$ cat src/rtl/protein_assay_sequencer.sv
// Assay sequencer: drives sample/buffer dispense valves, incubates, then collects
// sticky optical detector hits and hands one result word to the host.
module protein_assay_sequencer #(
  parameter int N_BUF       = 39,
  parameter int N_OPT       = 8,
  parameter int PULSE_W     = 4,
  parameter int GAP_W       = 2,
  parameter int INCUB_CYC   = 64,
  parameter int TIMEOUT_CYC = 1024,
  parameter int CNT_W       = 16
) (
  input  logic             clk,
  input  logic             rst_n,
  input  logic             start,
  input  logic             abort,
  output logic             busy,
  output logic             done,
  output logic             dsp_sample,
  output logic [N_BUF-1:0] dsp_buffer,
  input  logic [N_OPT-1:0] opt_in,
  output logic             res_valid,
  input  logic             res_ready,
  output logic [N_OPT-1:0] res_data,
  output logic             res_timeout
);

  localparam int BI_W = (N_BUF > 1) ? $clog2(N_BUF) : 1;
  localparam logic [CNT_W-1:0] PULSE_LAST = CNT_W'(PULSE_W - 1);
  localparam logic [CNT_W-1:0] GAP_LAST   = CNT_W'(GAP_W - 1);
  localparam logic [CNT_W-1:0] INCUB_LAST = CNT_W'(INCUB_CYC - 1);
  localparam logic [CNT_W-1:0] TO_LAST    = CNT_W'(TIMEOUT_CYC - 1);
  localparam logic [BI_W-1:0]  BUF_LAST   = BI_W'(N_BUF - 1);

  typedef enum logic [2:0] {
    IDLE, SAMPLE, GAP_S, BUF, GAP_B, INCUB, DETECT, REPORT
  } state_t;

  state_t             state_q, state_d;
  logic [CNT_W-1:0]   cnt_q, cnt_d;
  logic [BI_W-1:0]    buf_idx_q, buf_idx_d;
  logic [N_OPT-1:0]   hit_q, hit_d;
  logic [N_OPT-1:0]   opt_s1_q, opt_s2_q;
  logic [N_OPT-1:0]   res_data_q, res_data_d;
  logic               res_timeout_q, res_timeout_d;
  logic               done_q, done_d;
  logic               busy_q, busy_d;
  logic               res_valid_q, res_valid_d;
  logic               dsp_sample_q, dsp_sample_d;
  logic [N_BUF-1:0]   dsp_buffer_q, dsp_buffer_d;

  function automatic logic [CNT_W-1:0] sat_inc(input logic [CNT_W-1:0] v);
    return (&v) ? v : v + 1'b1;
  endfunction

  always_comb begin
    state_d       = state_q;
    buf_idx_d     = buf_idx_q;
    hit_d         = hit_q;
    res_data_d    = res_data_q;
    res_timeout_d = res_timeout_q;
    done_d        = 1'b0;
    unique case (state_q)
      IDLE:   if (start && !abort) state_d = SAMPLE;
      SAMPLE: if (cnt_q == PULSE_LAST) state_d = GAP_S;
      GAP_S: begin
        if (cnt_q == GAP_LAST) begin
          state_d   = BUF;
          buf_idx_d = '0;
        end
      end
      BUF:    if (cnt_q == PULSE_LAST) state_d = GAP_B;
      GAP_B: begin
        if (cnt_q == GAP_LAST) begin
          if (buf_idx_q == BUF_LAST) begin
            state_d = INCUB;
          end else begin
            state_d   = BUF;
            buf_idx_d = buf_idx_q + 1'b1;
          end
        end
      end
      INCUB: begin
        if (cnt_q == INCUB_LAST) begin
          state_d       = DETECT;
          hit_d         = '0;
          res_data_d    = '0;
          res_timeout_d = 1'b0;
        end
      end
      DETECT: begin
        // A full hit set in the final window cycle still counts as success.
        hit_d = hit_q | opt_s2_q;
        if (&hit_d) begin
          state_d       = REPORT;
          res_data_d    = hit_d;
          res_timeout_d = 1'b0;
        end else if (cnt_q == TO_LAST) begin
          state_d       = REPORT;
          res_data_d    = hit_d;
          res_timeout_d = 1'b1;
        end
      end
      REPORT: begin
        if (res_ready) begin
          state_d = IDLE;
          done_d  = 1'b1;
        end
      end
    endcase

    if (abort && (state_q != IDLE)) begin
      state_d       = IDLE;
      done_d        = 1'b0;
      buf_idx_d     = buf_idx_q;
      res_data_d    = res_data_q;
      res_timeout_d = res_timeout_q;
    end

    cnt_d = (state_d != state_q) ? '0 : sat_inc(cnt_q);
  end

  // Outputs are registered decodes of the next state so they line up with it.
  always_comb begin
    busy_d       = (state_d != IDLE);
    res_valid_d  = (state_d == REPORT);
    dsp_sample_d = (state_d == SAMPLE);
    dsp_buffer_d = '0;
    if (state_d == BUF) dsp_buffer_d[buf_idx_d] = 1'b1;
  end

  always_ff @(posedge clk or negedge rst_n) begin
    if (!rst_n) begin
      state_q       <= IDLE;
      cnt_q         <= '0;
      buf_idx_q     <= '0;
      hit_q         <= '0;
      opt_s1_q      <= '0;
      opt_s2_q      <= '0;
      res_data_q    <= '0;
      res_timeout_q <= 1'b0;
      done_q        <= 1'b0;
      busy_q        <= 1'b0;
      res_valid_q   <= 1'b0;
      dsp_sample_q  <= 1'b0;
      dsp_buffer_q  <= '0;
    end else begin
      state_q       <= state_d;
      cnt_q         <= cnt_d;
      buf_idx_q     <= buf_idx_d;
      hit_q         <= hit_d;
      opt_s1_q      <= opt_in;
      opt_s2_q      <= opt_s1_q;
      res_data_q    <= res_data_d;
      res_timeout_q <= res_timeout_d;
      done_q        <= done_d;
      busy_q        <= busy_d;
      res_valid_q   <= res_valid_d;
      dsp_sample_q  <= dsp_sample_d;
      dsp_buffer_q  <= dsp_buffer_d;
    end
  end

  assign busy        = busy_q;
  assign done        = done_q;
  assign dsp_sample  = dsp_sample_q;
  assign dsp_buffer  = dsp_buffer_q;
  assign res_valid   = res_valid_q;
  assign res_data    = res_data_q;
  assign res_timeout = res_timeout_q;

endmodule
$ cat config.mk
export PLATFORM = sky130hd
export DESIGN_NAME = protein_assay_sequencer
export DESIGN_NICKNAME = d
export VERILOG_FILES = /design/src/rtl/protein_assay_sequencer.sv
export SDC_FILE = /design/constraint.sdc
export NUM_CORES = 1
export LEC_CHECK = 0
export ABC_AREA = 0
export CAP_MARGIN = 20
export CORE_UTILIZATION = 54
export DETAILED_ROUTE_END_ITERATION = 8
export PLACE_DENSITY = 0.92
export SLEW_MARGIN = 5
export SYNTH_ARGS = -nofsm -noshare
export SYNTH_HDL_FRONTEND = slang
export SYNTH_SLANG_ARGS = --single-unit
$ cat constraint.sdc
create_clock -name clk -period 3.1 [get_ports clk]
set_input_delay 0.31 -clock clk [delete_from_list [all_inputs] [get_ports clk]]
set_output_delay 0.31 -clock clk [all_outputs]
set_load 0.05 [all_outputs]
==> results of run 1 <==
[placed cells by master (no fill, tap or decap), types with 3 or more instances in the layout]
master and count:
dfrtp_1 101, nor2_1 68, clkdlybuf4s50_1 63, nand2_1 37, nand3_1 22, a21oi_1 16, nor3_1 15, buf_4 12
inv_1 11, o31ai_1 11, nor4_1 9, clkbuf_8 9, nand4_1 8, o21ai_0 8, xnor2_1 7, xor2_1 5
and2_1 5, nor4_2 4, and3_1 4, a21o_1 4, or3_1 4, ha_1 4, nor4_4 3, a31oi_1 3
nand2b_1 3, nor3b_1 3, clkinv_4 3
[power by group through the flow]
stage	Sequential, uW	Clock, uW	Combinational (uW)
after global placement	1400	0	254
after detailed placement	1410	0	261
after floorplan	1410	0	187
final	1380	761	262
after CTS	1380	781	263
after global routing	1390	846	293
[state kept, by name, summed over array words and instances (netlist names)]
register / cells
dsp_buffer: 39
cnt_q: 16
hit_q: 8
opt_s1_q: 8
opt_s2_q: 8
res_data: 8
buf_idx_q: 6
state_q: 3
busy: 1
done: 1
dsp_sample: 1
res_timeout: 1
res_valid: 1
[cell type report]
type / count / area share (%)
Clock buffer: 9 / 2.318
Clock inverter: 7 / 1.100
Inverter: 12 / 0.8429
Multi-Input combinational cell: 284 / 32.57
Sequential cell: 101 / 47.30
Tap cell: 102 / 2.388
Timing Repair Buffer: 75 / 13.49
[path summary, 6_finish.rpt]
| path | start | end | slack, ns | depth (start not counted) |
|---|---|---|---|---|
| max | cnt_q[0]$_DFFE_PN0P_ | busy$_DFF_PN0_ | 0.19 | 8 |
| max reg2reg | cnt_q[0]$_DFFE_PN0P_ | busy$_DFF_PN0_ | 0.19 | 8 |
| max in group asynchronous | rst_n | dsp_sample$_DFF_PN0_ | 2.30 | 2 |
| min | rst_n | res_data[1]$_DFFE_PN0P_ | 0.02 | 1 |
| min reg2reg | opt_s1_q[1]$_DFF_PN0_ | opt_s2_q[1]$_DFF_PN0_ | 0.35 | 0 |
| min in group clk | opt_s1_q[1]$_DFF_PN0_ | opt_s2_q[1]$_DFF_PN0_ | 0.35 | 0 |
[kinds of logic after synthesis]
group,after synthesis,synth area share [%]
compound gates,62,9.992
mux,2,0.4568
xor+xnor,12,2.398
simple gates,204,25.61
flops,101,57.66
buf+inv,23,2.740
fa+ha+maj,4,1.142
[per-layer routing]
layer | routed length (um) | vias up | part of all wire [%]
li1 | - | 1596 | -
met1 | 4300 | 1579 | 45
met2 | 4696 | 87 | 49
met3 | 402 | 11 | 4.2
met4 | 131 | 0 | 1.4
met5 | 0 | - | 0
[cell usage after synthesis (3+ instances only)]
master / n
dfrtp_1: 101
nor2_1: 68
nand2_1: 37
nand3_1: 22
a21oi_1: 16
nor3_1: 15
inv_1: 11
o31ai_1: 11
nor4_1: 9
nand4_1: 8
o21ai_0: 8
xnor2_1: 7
and2_1: 5
xor2_1: 5
a21o_1: 4
and3_1: 4
ha_1: 4
nor3b_1: 4
nor4_2: 4
or3_1: 4
a31oi_1: 3
buf_2: 3
buf_6: 3
clkbuf_1: 3
nand2b_1: 3
nor4_4: 3
[metrics by stage]
| stage | utilization (%) | setup slack [ns] |
|---|---|---|
| after floorplan | - | 0.6492 |
| after global placement | 65.95 | 0.2587 |
| after detailed placement | 65.95 | 0.1589 |
| after CTS | 68.29 | 0.1643 |
| after global routing | 68.45 | 0.006620 |
| final | 68.45 | 0.1921 |
==> impl_metrics.yaml, run 1 <==
run_status:
  status: "complete, no violations"
critical_path:
  path_max_fanout: 10
  critical_path_required_ns: 3.34
  worstSetupPathType: "register to register"
  start_kind: "register"
  cpMaxStageDelayCell: "or3_1"
  end_kind: "register"
  crit_top_cell: "or3_1"
  critPathArrivalTime_ns: 3.14
  critPathBufInv: 1
  critical_path.cell_chain: "ha_1 > nand3_1 > or3_1 > a32o_1 > nor3_1 > a21o_1 > inv_1 > or3_1"
  slowest_delay_ns: 0.42
  cp_top_family: "simple AND/OR/NAND/NOR gates"
global_routing:
  met1_usage_pct: 31.99
  grt_start_max_net_pins: 64
  grt_most_used_layer: "met2"
  use_met3_pct: 4.561
  grt_pass1_wl_mm: 15.89
  gr-usage-met2_pct: 40.24
  antenna_found_initial: 0
  grt_pass1_vias: 3278
  grt.total_usage_pct: 24.08
  grt.overflow.total: 0
logic_synthesis:
  yosys_warnings: 0
  ys_ff_latch: 101
  synth.area.top_cells: "dfrtp_1 58%, nor2_1 5.8%, nand2_1 3.2%"
  synth_cell_types: 60
  synthArstFlopShare_pct: 100.0
  ys_seq_area_share_pct: 57.66
  synthCells: 408
  yosys.area.top_type: "dfrtp_1"
  syn-num-nets: 425
  syn_area_mm2: 0.004383
  ys.flop_type: "dfrtp_1"
  yosys.area.top_type_share_pct: 57.66
  synth.avg_cell_area_um2: 10.74
  synth-edff-count: 0
pwr:
  p_total_uw: 2404
  p_per_area_mw_per_mm2: 449.8
  intPower_uw: 1748
  swShare_pct: 27.27
  pwr-share-clk_pct: 31.6
  combinationalPowerShare_pct: 10.9
  p_seq_share_pct: 57.4
  power_switching_uw: 655.5
  p_leak_uw: 0.002318
  max-vdd-ir-drop_mv: 0.3931
cells_and_area:
  fill_cells: 584
  multi_input_area_mm2: 0.001740
  antenna_cells: 0
  drive_above_1_share_pct: 10.25
  stdcell_count: 590
  area_delta_synth_final_pct: 21.92
  fin_area_mm2: 0.005344
  seq_area_mm2: 0.002527
  layout.nets: 500
sta:
  min_period_ns: 2.908
  relSlewSlack_pct: 48.96
  setup-tns-final_ns: 0
  fmax_ghz: 0.3439
  finalSetupViolations: 0
  finalHoldViolCount: 0
  finalCritPeriodShare_pct: 93.80
  fin_hold_ws_ns: 0.02447
  slew_violations: 0
  rsz0062_at_grt: "false"
  worst_pin_slew_ns: 0.7656
  finClkSkew_ns: 0.01683
placement:
  port_buffers: 64
  placedCellCount: 573
  post_dp_cell_area_mm2: 0.005149
  dp_hpwl_mm: 6.908
  gp_congestion: 0.9223
route:
  drc_errors: 0
  routed_wl_mm: 9.531
  drt_pass1_iterations: 4
  vias: 3273
  postRouteAntennaNets: 0
  routed_via_density: 5.547
  wl_per_cell_um: 16.15
  drt_first_iter_violations: 290
die:
  core-area_mm2: 0.007807
  start_util_pct: 56.14
  die_y_um: 92.09
  rows: 32
  pin_count: 65
  dieArea_mm2: 0.008481
  die_w_um: 92.09
cts:
  hold_buffers: 0
  htreeDepth: 3
  cts_setup_buffers: 0
  numClockSinks: 101
  numCtsBuffers: 9
  root_buffer: "clkbuf_8"
  insertion_delay_ns: 0.36
  clkTransAtPathRegs_ns: 0.09
  clockBufferDepth: 2
  cts_tree: "yes"
  cts.repair.resized: 0
flow_run:
  drv_cap: 0
hold_path:
  hp-class: "input port to async pin"
No activity file was read; power rests on OpenSTA's default activity.
==> run 2: changes to the inputs <==
--- a/config.mk
+++ b/config.mk
@@ -8,7 +8,9 @@
 export ABC_AREA = 0
 export CAP_MARGIN = 20
 export CORE_UTILIZATION = 54
+export CTS_CLUSTER_DIAMETER = 40
 export DETAILED_ROUTE_END_ITERATION = 8
+export GPL_ROUTABILITY_DRIVEN = 0
 export PLACE_DENSITY = 0.92
 export SLEW_MARGIN = 5
 export SYNTH_ARGS = -nofsm -noshare
==> impl_metrics.yaml, run 2 (synthesized netlist as in run 1, its figures left out) <==
run_status:
  status: "complete, no violations"
critical_path:
  cpMaxStageDelayCell: "nor3_1"
  crit_top_cell: "or3_1"
  cp_top_family: "simple AND/OR/NAND/NOR gates"
  critPathArrivalTime_ns: 3.19
  worstSetupPathType: "register to register"
  critical_path.cell_chain: "ha_1 > nand3_1 > or3_1 > a32o_1 > nor3_1 > a21o_2 > inv_1 > or3_1"
  critical_path_required_ns: 3.34
  path_depth: 8
  start_kind: "register"
  critPathBufInv: 1
  reg2reg_depth: 8
  end_kind: "register"
  slowest_delay_ns: 0.44
  path_max_fanout: 10
placement:
  place_ws_ns: 0.1741
  dp_hpwl_mm: 6.968
  port_buffers: 64
  placedCellCount: 572
route:
  drc_errors: 0
  vias: 3519
  postRouteAntennaNets: 0
  wl_per_cell_um: 17.30
  routed_wl_mm: 10.19
  drt_pass1_iterations: 6
  drt_first_iter_violations: 498
  routed_via_density: 5.975
cts:
  cts_tree: "yes"
  numCtsBuffers: 9
  hold_buffers: 0
  htreeDepth: 3
  insertion_delay_ns: 0.37
  cts_setup_buffers: 0
  clkTransAtPathRegs_ns: 0.09
  clockBufferDepth: 2
  root_buffer: "clkbuf_8"
  numClockSinks: 101
cells_and_area:
  fill_cells: 544
  antenna_cells: 0
  layout.nets: 499
  largest_register_ffs: 39
  stdcell_count: 589
  drive_above_1_share_pct: 10.47
  layout_common_cells: "101 x dfrtp_1, 68 x nor2_1, 63 x clkdlybuf4s50_1, 37 x nand2_1, 22 x nand3_1"
  area_delta_synth_final_pct: 22.41
  final_common_cell: "dfrtp_1"
global_routing:
  grt_pass1_vias: 3413
  grt.total_usage_pct: 25.64
  antenna_found_initial: 0
  grt_pass1_wl_mm: 16.63
  grt.overflow.total: 0
  grt_start_max_net_pins: 62
sta:
  finClkSkew_ns: 0.01265
  finalHoldViolCount: 0
  rsz0062_at_grt: "false"
  finalCritPeriodShare_pct: 94.97
  min_period_ns: 2.944
  slew_violations: 0
  fmax_ghz: 0.3397
  relSlewSlack_pct: 51.07
  worst_pin_slew_ns: 0.7340
  fin_ws_ns: 0.1558
  finalSetupViolations: 0
  setup-tns-final_ns: 0
die:
  die_w_um: 92.09
  start_util_pct: 56.14
  die_y_um: 92.09
  rows: 32
  dieArea_mm2: 0.008481
  core-area_mm2: 0.007807
  pin_count: 65
pwr:
  p_leak_uw: 0.002323
  p_per_area_mw_per_mm2: 464.7
  max-vdd-ir-drop_mv: 0.2550
flow_run:
  drv_cap: 0
hold_path:
  hp-class: "input port to async pin"
-- run 2: cell types whose count changed in the layout (fill, tap and decap cells not counted) --
| cell | delta |
|---|---|
| a21o_1 | -1 |
| a21oi_1 | -1 |
| buf_4 | -1 |
| clkinv_4 | -2 |
| inv_6 | +1 |
| inv_8 | -1 |
| bufinv_16 | +1 |
| a21oi_2 | +1 |
| clkbuf_8 | +1 |
| a21o_2 | +1 |
-- run 2: layout make-up --
type / count / area [um^2] / share of cell area [%]
Sequential cell: 101 / 2527 / 47.11
Multi-Input combinational cell: 284 / 1745 / 32.53
Timing Repair Buffer: 74 / 713.2 / 13.29
Clock buffer: 10 / 137.6 / 2.565
Tap cell: 102 / 127.6 / 2.379
Clock inverter: 6 / 68.82 / 1.283
Inverter: 12 / 45.04 / 0.8396
-- run 2: final timing paths --
check | startpoint | to | slack [ns]
hold / removal | rst_n | opt_s2_q[0]$_DFF_PN0_ | 0.003
hold reg to reg | opt_s1_q[1]$_DFF_PN0_ | opt_s2_q[1]$_DFF_PN0_ | 0.35
setup reg to reg | cnt_q[0]$_DFFE_PN0P_ | busy$_DFF_PN0_ | 0.16
min in group clk | opt_s1_q[1]$_DFF_PN0_ | opt_s2_q[1]$_DFF_PN0_ | 0.35
setup / recovery | cnt_q[0]$_DFFE_PN0P_ | busy$_DFF_PN0_ | 0.16
max in group asynchronous | rst_n | buf_idx_q[1]$_DFF_PN0_ | 2.31
-- run 2: repair_timing --
item                                    in CTS  in global routing
endpoints found under the hold margin        0                  0
endpoints found under the setup margin       0                  8
gates resized for setup                      0                  3
-- run 2: per-layer routing --
metal / share of wire [%] / global-route usage [%] / vias up
li1: - / - / 1589
met4: 3.0 / 13.02 / 0
met2: 50 / 42.29 / 208
met5: 0 / 0 / -
met3: 7.0 / 5.638 / 38
met1: 40 / 31.78 / 1684
-- run 2: metrics by stage --
step                instance area, um^2  hold slack (ns)  utilization [%]  power [uW]
finish                             5365         0.003120            68.72        2493
global route                       5365          0.05054            68.72        2601
CTS                                5348          0.02041            68.49        2509
detailed placement                 5141           0.3355            65.85        1667
global placement                   5141           0.3342            65.85        1655
floorplan                          4383          0.01441                -        1594
-- run 2: worst register-to-register path, cell delays in order (launching register included) --
cell     delay [ns]
dfrtp_1        0.42
ha_1           0.29
nand3_1        0.16
or3_1          0.42
a32o_1         0.30
nor3_1         0.44
a21o_2         0.35
inv_1          0.07
or3_1          0.37
-- run 2: power by group --
part / internal [uW] / total, uW / switching [uW]
clock: 401 / 843 / 443
combinational: 98.7 / 269 / 170
sequential: 1350 / 1380 / 34.5
total: 1850 / 2490 / 648
